`config.mk`:
```
export PLATFORM = sky130hd
export DESIGN_NAME = rr_encoder8_3_flat
export DESIGN_NICKNAME = d
export VERILOG_FILES = /design/src/rtl/rr_encoder8_3_pkg.sv /design/src/rtl/rr_encoder8_3_if.sv /design/src/rtl/rr_encoder8_3_prio_enc8_3.sv /design/src/rtl/rr_encoder8_3.sv /design/src/flat_wrapper.sv
export SDC_FILE = /design/constraint.sdc
export NUM_CORES = 1
export LEC_CHECK = 0
export ABC_CLOCK_PERIOD_IN_PS = 3400
export CORE_MARGIN = 5
export CORE_UTILIZATION = 50
export DETAILED_ROUTE_END_ITERATION = 7
export PLACE_DENSITY_LB_ADDON = 0.15
export REMOVE_ABC_BUFFERS = 1
export SYNTH_ARGS = -nofsm -noshare
export SYNTH_HDL_FRONTEND = slang
export SYNTH_HIERARCHICAL = 1
export SYNTH_SLANG_ARGS = --single-unit
```
`constraint.sdc`:
```
create_clock -name clk -period 3.4 [get_ports clk]
set_input_delay 0.68 -clock clk [delete_from_list [all_inputs] [get_ports clk]]
set_output_delay 0.68 -clock clk [all_outputs]
set_load 0.1 [all_outputs]
```
`src/rtl/rr_encoder8_3_pkg.sv`:
```
// Shared constants, state encoding and helpers for the round-robin 8-to-3 encoder.
package rr_encoder8_3_pkg;

  localparam int N_REQ = 8;
  localparam int IDX_W = 3;

  typedef enum logic {
    IDLE  = 1'b0,
    OFFER = 1'b1
  } state_t;

  // One-hot mask for a 3-bit index; used to clear the granted pending bit.
  function automatic logic [N_REQ-1:0] onehot8(input logic [IDX_W-1:0] i);
    logic [N_REQ-1:0] m;
    m    = '0;
    m[i] = 1'b1;
    return m;
  endfunction

endpackage

```
`src/rtl/rr_encoder8_3_if.sv`:
```
// Request/offer bus between request sources, the encoder and the index consumer.
interface rr_encoder8_3_if;
  import rr_encoder8_3_pkg::*;

  logic [N_REQ-1:0] req;
  logic             en;
  logic             ack;
  logic [IDX_W-1:0] idx;
  logic             valid;
  logic [N_REQ-1:0] pending;

  // Driver side: raises requests, gates offers, accepts them.
  modport master (
    output req, en, ack,
    input  idx, valid, pending
  );

  // Encoder side.
  modport slave (
    input  req, en, ack,
    output idx, valid, pending
  );

endinterface

```
`src/rtl/rr_encoder8_3_prio_enc8_3.sv`:
```
// Fixed-priority 8-to-3 encoder: the lowest set bit wins.
module prio_enc8_3
  import rr_encoder8_3_pkg::*;
(
  input  logic [N_REQ-1:0] in,
  output logic [IDX_W-1:0] out,
  output logic             any
);

  // Scan from the top down so the lowest set bit is the last to overwrite out.
  always_comb begin
    out = '0;
    for (int i = N_REQ - 1; i >= 0; i--) begin
      if (in[i]) begin
        out = IDX_W'(i);
      end
    end
  end

  assign any = |in;

endmodule

```
`src/rtl/rr_encoder8_3.sv`:
```
// Round-robin 8-to-3 encoder: sticky request collection, one registered offer at a time.
module rr_encoder8_3
  import rr_encoder8_3_pkg::*;
#(
  parameter logic [IDX_W-1:0] RST_PTR = 3'd0
) (
  input  logic            clk,
  input  logic            rst,
  rr_encoder8_3_if.slave  bus
);

  state_t           r_state;
  state_t           w_state_next;
  logic [IDX_W-1:0] r_ptr;
  logic [IDX_W-1:0] w_ptr_next;
  logic [IDX_W-1:0] r_idx;
  logic [IDX_W-1:0] w_idx_next;
  logic             r_valid;
  logic             w_valid_next;
  logic [N_REQ-1:0] r_pending;
  logic [N_REQ-1:0] w_pending_next;

  logic [N_REQ-1:0] w_rot;
  logic [IDX_W-1:0] w_enc_out;
  logic             w_enc_any;
  logic [IDX_W-1:0] w_winner;
  logic             w_ack_fire;
  logic [N_REQ-1:0] w_clr;

  // Rotate pending right by ptr so the ptr position lands on bit 0 of the encoder.
  for (genvar gi = 0; gi < N_REQ; gi++) begin : g_rot
    localparam logic [IDX_W-1:0] OFS = IDX_W'(gi);
    assign w_rot[gi] = r_pending[r_ptr + OFS];
  end

  prio_enc8_3 u_prio_enc (
    .in  (w_rot),
    .out (w_enc_out),
    .any (w_enc_any)
  );

  // Undo the rotation; 3-bit addition wraps modulo 8.
  assign w_winner = w_enc_out + r_ptr;

  // Handshake completes only while an offer is live; a stray ack is ignored.
  assign w_ack_fire = r_valid & bus.ack;
  assign w_clr      = w_ack_fire ? onehot8(r_idx) : '0;

  // A req on the granted line in the ack cycle re-arms it as a fresh request.
  assign w_pending_next = (r_pending & ~w_clr) | bus.req;

  // Next-state and registered-output values for the offer FSM.
  always_comb begin
    w_state_next = r_state;
    w_valid_next = r_valid;
    w_idx_next   = r_idx;
    w_ptr_next   = r_ptr;
    unique case (r_state)
      IDLE: begin
        w_valid_next = 1'b0;
        if (bus.en && w_enc_any) begin
          w_idx_next   = w_winner;
          w_valid_next = 1'b1;
          w_state_next = OFFER;
        end
      end
      OFFER: begin
        // Offer is held regardless of en or newer requests until accepted.
        w_valid_next = 1'b1;
        if (bus.ack) begin
          w_valid_next = 1'b0;
          w_ptr_next   = r_idx + 3'd1;
          w_state_next = IDLE;
        end
      end
      default: begin
        w_state_next = IDLE;
        w_valid_next = 1'b0;
      end
    endcase
  end

  // State, pointer, offer and pending registers; reset drops any live offer.
  always_ff @(posedge clk) begin
    if (rst) begin
      r_state   <= IDLE;
      r_ptr     <= RST_PTR;
      r_idx     <= '0;
      r_valid   <= 1'b0;
      r_pending <= '0;
    end else begin
      r_state   <= w_state_next;
      r_ptr     <= w_ptr_next;
      r_idx     <= w_idx_next;
      r_valid   <= w_valid_next;
      r_pending <= w_pending_next;
    end
  end

  assign bus.idx     = r_idx;
  assign bus.valid   = r_valid;
  assign bus.pending = r_pending;

endmodule
```
`src/flat_wrapper.sv`:
```
// flat-port wrapper written by rule: the top's interface ports become plain ports
module rr_encoder8_3_flat import rr_encoder8_3_pkg::*;
#(
  parameter logic [IDX_W-1:0] RST_PTR = 3'd0
)
  (clk, rst, bus_req, bus_en, bus_ack, bus_idx, bus_valid, bus_pending);
  rr_encoder8_3_if bus_i ();
  input  logic clk;
  input  logic rst;
  input wire logic [$bits(bus_i.req)-1:0] bus_req;
  input wire logic [$bits(bus_i.en)-1:0] bus_en;
  input wire logic [$bits(bus_i.ack)-1:0] bus_ack;
  output wire logic [$bits(bus_i.idx)-1:0] bus_idx;
  output wire logic [$bits(bus_i.valid)-1:0] bus_valid;
  output wire logic [$bits(bus_i.pending)-1:0] bus_pending;
  assign bus_i.req = bus_req;
  assign bus_i.en = bus_en;
  assign bus_i.ack = bus_ack;
  assign bus_idx = bus_i.idx;
  assign bus_valid = bus_i.valid;
  assign bus_pending = bus_i.pending;
  rr_encoder8_3 #(.RST_PTR(RST_PTR)) u_core (.clk(clk), .rst(rst), .bus(bus_i));
endmodule
```
==> flow_summary.ini <==
[synth]
syn_inst = 112
synth.distinct_cells = 32
synth_seq_cells = 15
synth_area_leaders = dfxtp_1, mux4_2, mux2_2
synth-seq-area-share_pct = 27.5
yosysWarningCount = 6
synth_edf_count = 0
synth.largest_area_cell = dfxtp_1
syn_area_mm2 = 0.00109
ys.flop_type = dfxtp_1
synth.avg_cell_area_um2 = 9.74
synth-async-reset-ratio_pct = 0
synth_top_area_share_pct = 27.5

[drt]
drc = 0
first_pass_iters = 4
vias = 913
drt_iter0_markers = 23
wirelength_um = 2420
avgRoutedWirePerCell_um = 14.9
ant_nets = 0
routed_via_density = 5.60

[timing]
final-setup-viol-count = 0
rsz0062_at_grt = no
slew_headroom_pct = 61.1
min_period_over_period_pct = 88.1
hold_viol_final = 0
tns_ns = 0
final-max-slew-violation-count = 0
min_period_ns = 3.00
fin_worst_skew_ns = 0.00123
worst_slew_pin_slew_ns = 0.582
worst_slack_ns = 0.404
max_freq_mhz = 334

[clock_tree]
clock_latency_ns = 0.28
clkTransAtPathRegs_ns = 0.09
cts_tree = done
cts_resized = 0
clock-root-buffer = clkbuf_4
clock-sinks = 15
postCtsHoldBufs = 0
cts_max_path_buffers = 2
htree_num_levels = 1
post_cts_buffers = 0
numCtsBuffers = 3

[worst_setup_path]
worstSetupStartpointType = flip-flop
critical_path_class = reg2reg
crit_slowest_cell = mux4_2
critPathMaxStageDelay_ns = 0.53
cp_max_fo = 4
cp_top_family = adder cells
crit_buf_inv = 2
cp-startpoint = u_core/r_ptr[1]
arrival_ns = 3.21
reg2reg_from = u_core/r_ptr[1]
required_ns = 3.61
end_kind = flip-flop
cp_cell_sequence = inv_1, ha_1, mux4_2, mux2_2, nor2b_1, o21bai_1, o41ai_1, ha_1, inv_1, fa_1, or2_1, a21oi_1

[global_routing]
grt_pass1_wl_um = 4010
grtUsageTotal_pct = 16.0
antenna_found_initial = 0
grt_max_degree = 16
gr-total-overflow = 0
grt_pass1_vias = 857

[layout]
nNetsFinal = 153
syn_to_final_growth_pct = 22.2
n_fill_cell = 191
final_area_mm2 = 0.00133
antenna_cells = 0
drive_above_1_share_pct = 23.7

[pwr]
leakagePower_nw = 0.572
ir_worst_vdd_v = 0.000299
p_per_area_mw_per_mm2 = 448

[placed_design]
io_buffer_count = 23
pre_cts_slack_ns = 0.405
dp_hpwl_um = 1870
dpl-instance-area_mm2 = 0.00131
routabilityCongestion = 0.757

[die]
dieArea_mm2 = 0.00322
start_util_pct = 50.8
die_w_um = 56.7
design.core.area_mm2 = 0.00215
fp.dieH_um = 56.7
io_pins = 24
rows = 17

[run]
maxCapViolCount = 0

[outcome]
status = finished, final reports clean

[min_path]
min-delay-path-class = reg2reg
min_from = u_core/bus.pending[1]
[registers in the layout, summed over array words and instances, names as in the netlist]
name	flops
u_core/bus.pending	8
u_core/bus.idx	3
u_core/r_ptr	3
u_core/bus.valid	1
[routing by layer]
metal,up-vias,GRT usage [%],part of all wire [%]
met1,442,21.1,46
met5,-,0,0
met4,0,5.08,0.58
met2,20,25.9,49
met3,2,3.22,4.0
li1,449,-,-
[cells by family (layout without fill, tap and decap cells)]
| family | count (synthesis) | count (layout) | synth area share (%) |
|---|---|---|---|
| DFF | 15 | 15 | 27.5 |
| xor gates and xnor gates | 5 | 5 | 5.27 |
| adders and majority gates | 5 | 5 | 6.42 |
| and+or+nand+nor | 23 | 23 | 11.5 |
| buffers and inverters | 19 | 42 | 7.68 |
| AOI/OAI and AO/OA | 27 | 27 | 14.0 |
| muxes | 18 | 18 | 27.6 |
[power breakdown]
group	internal, mW	switching [mW]
logic	0.105	0.170
clock network	0.0437	0.0609
registers	0.191	0.0267
[cells in the mapped netlist (3+ instances only)]
cell type / instances
dfxtp_1: 15
nor2_1: 6
clkbuf_1: 3
inv_1: 13
mux2_2: 8
a21oi_1: 14
mux4_2: 5
o21ai_1: 6
mux4_1: 3
nand2b_1: 3
nand2_1: 4
xor2_1: 4
nand3_1: 3
ha_1: 4
[cells in the final DEF, fill, tap and decap left out]
| master | instances |
|---|---|
| nand2b_1 | 3 |
| o21ai_0 | 1 |
| nor2_1 | 6 |
| o31ai_1 | 2 |
| clkdlybuf4s50_1 | 11 |
| or2_1 | 1 |
| dfxtp_1 | 15 |
| a21oi_1 | 14 |
| nand2_1 | 4 |
| clkinv_2 | 1 |
| mux2_2 | 8 |
| mux4_1 | 3 |
| a21boi_0 | 1 |
| o41ai_1 | 1 |
| nor4_2 | 1 |
| fa_1 | 1 |
| ha_1 | 4 |
| xnor3_1 | 1 |
| clkbuf_4 | 3 |
| nor3_1 | 1 |
| nor2b_1 | 1 |
| mux4_2 | 5 |
| buf_4 | 14 |
| a311oi_1 | 1 |
| nand3b_1 | 2 |
| inv_1 | 13 |
| o21bai_1 | 1 |
| o21ai_1 | 6 |
| xor2_1 | 4 |
| and3b_1 | 1 |
| nand3_1 | 3 |
| mux2i_1 | 2 |
[per-stage QoR]
stage / hold slack, ns / power (mW) / util, % / std cells
final: 0.556 / 0.597 / 62.1 / 163
after global routing: 0.580 / 0.629 / 62.1 / 163
after CTS: 0.557 / 0.599 / 62.1 / 163
after detailed placement: 0.539 / 0.496 / 60.8 / 159
after global placement: 0.524 / 0.491 / 60.8 / 159
after floorplan: 0.544 / 0.428 / - / 106
[tightest hold or removal path, delay by kind of cell, from the launching register on]
kind	cells	cell delay, ns
flip-flops	1	0.37
AO/OA/AOI/OAI	2	0.14
[path summary, 6_finish.rpt]
check,to,slack [ns],cells past startpoint
setup reg to reg,u_core/bus.idx[1],0.40,12
setup / recovery,u_core/bus.idx[1],0.40,12
hold / removal,u_core/bus.pending[1],0.56,2
hold reg to reg,u_core/bus.pending[1],0.56,2
[final cells by class]
| type | count | area, um^2 | area share (%) |
|---|---|---|---|
| multi-input combinational | 78 | 707 | 53.0 |
| inverter | 13 | 48.8 | 3.66 |
| sequential | 15 | 300 | 22.5 |
| clock inverter | 1 | 5.00 | 0.375 |
| timing repair buffer | 25 | 215 | 16.1 |
| tap | 28 | 35.0 | 2.63 |
| clock buffer | 3 | 22.5 | 1.69 |
(Power assumes the default switching activity.)
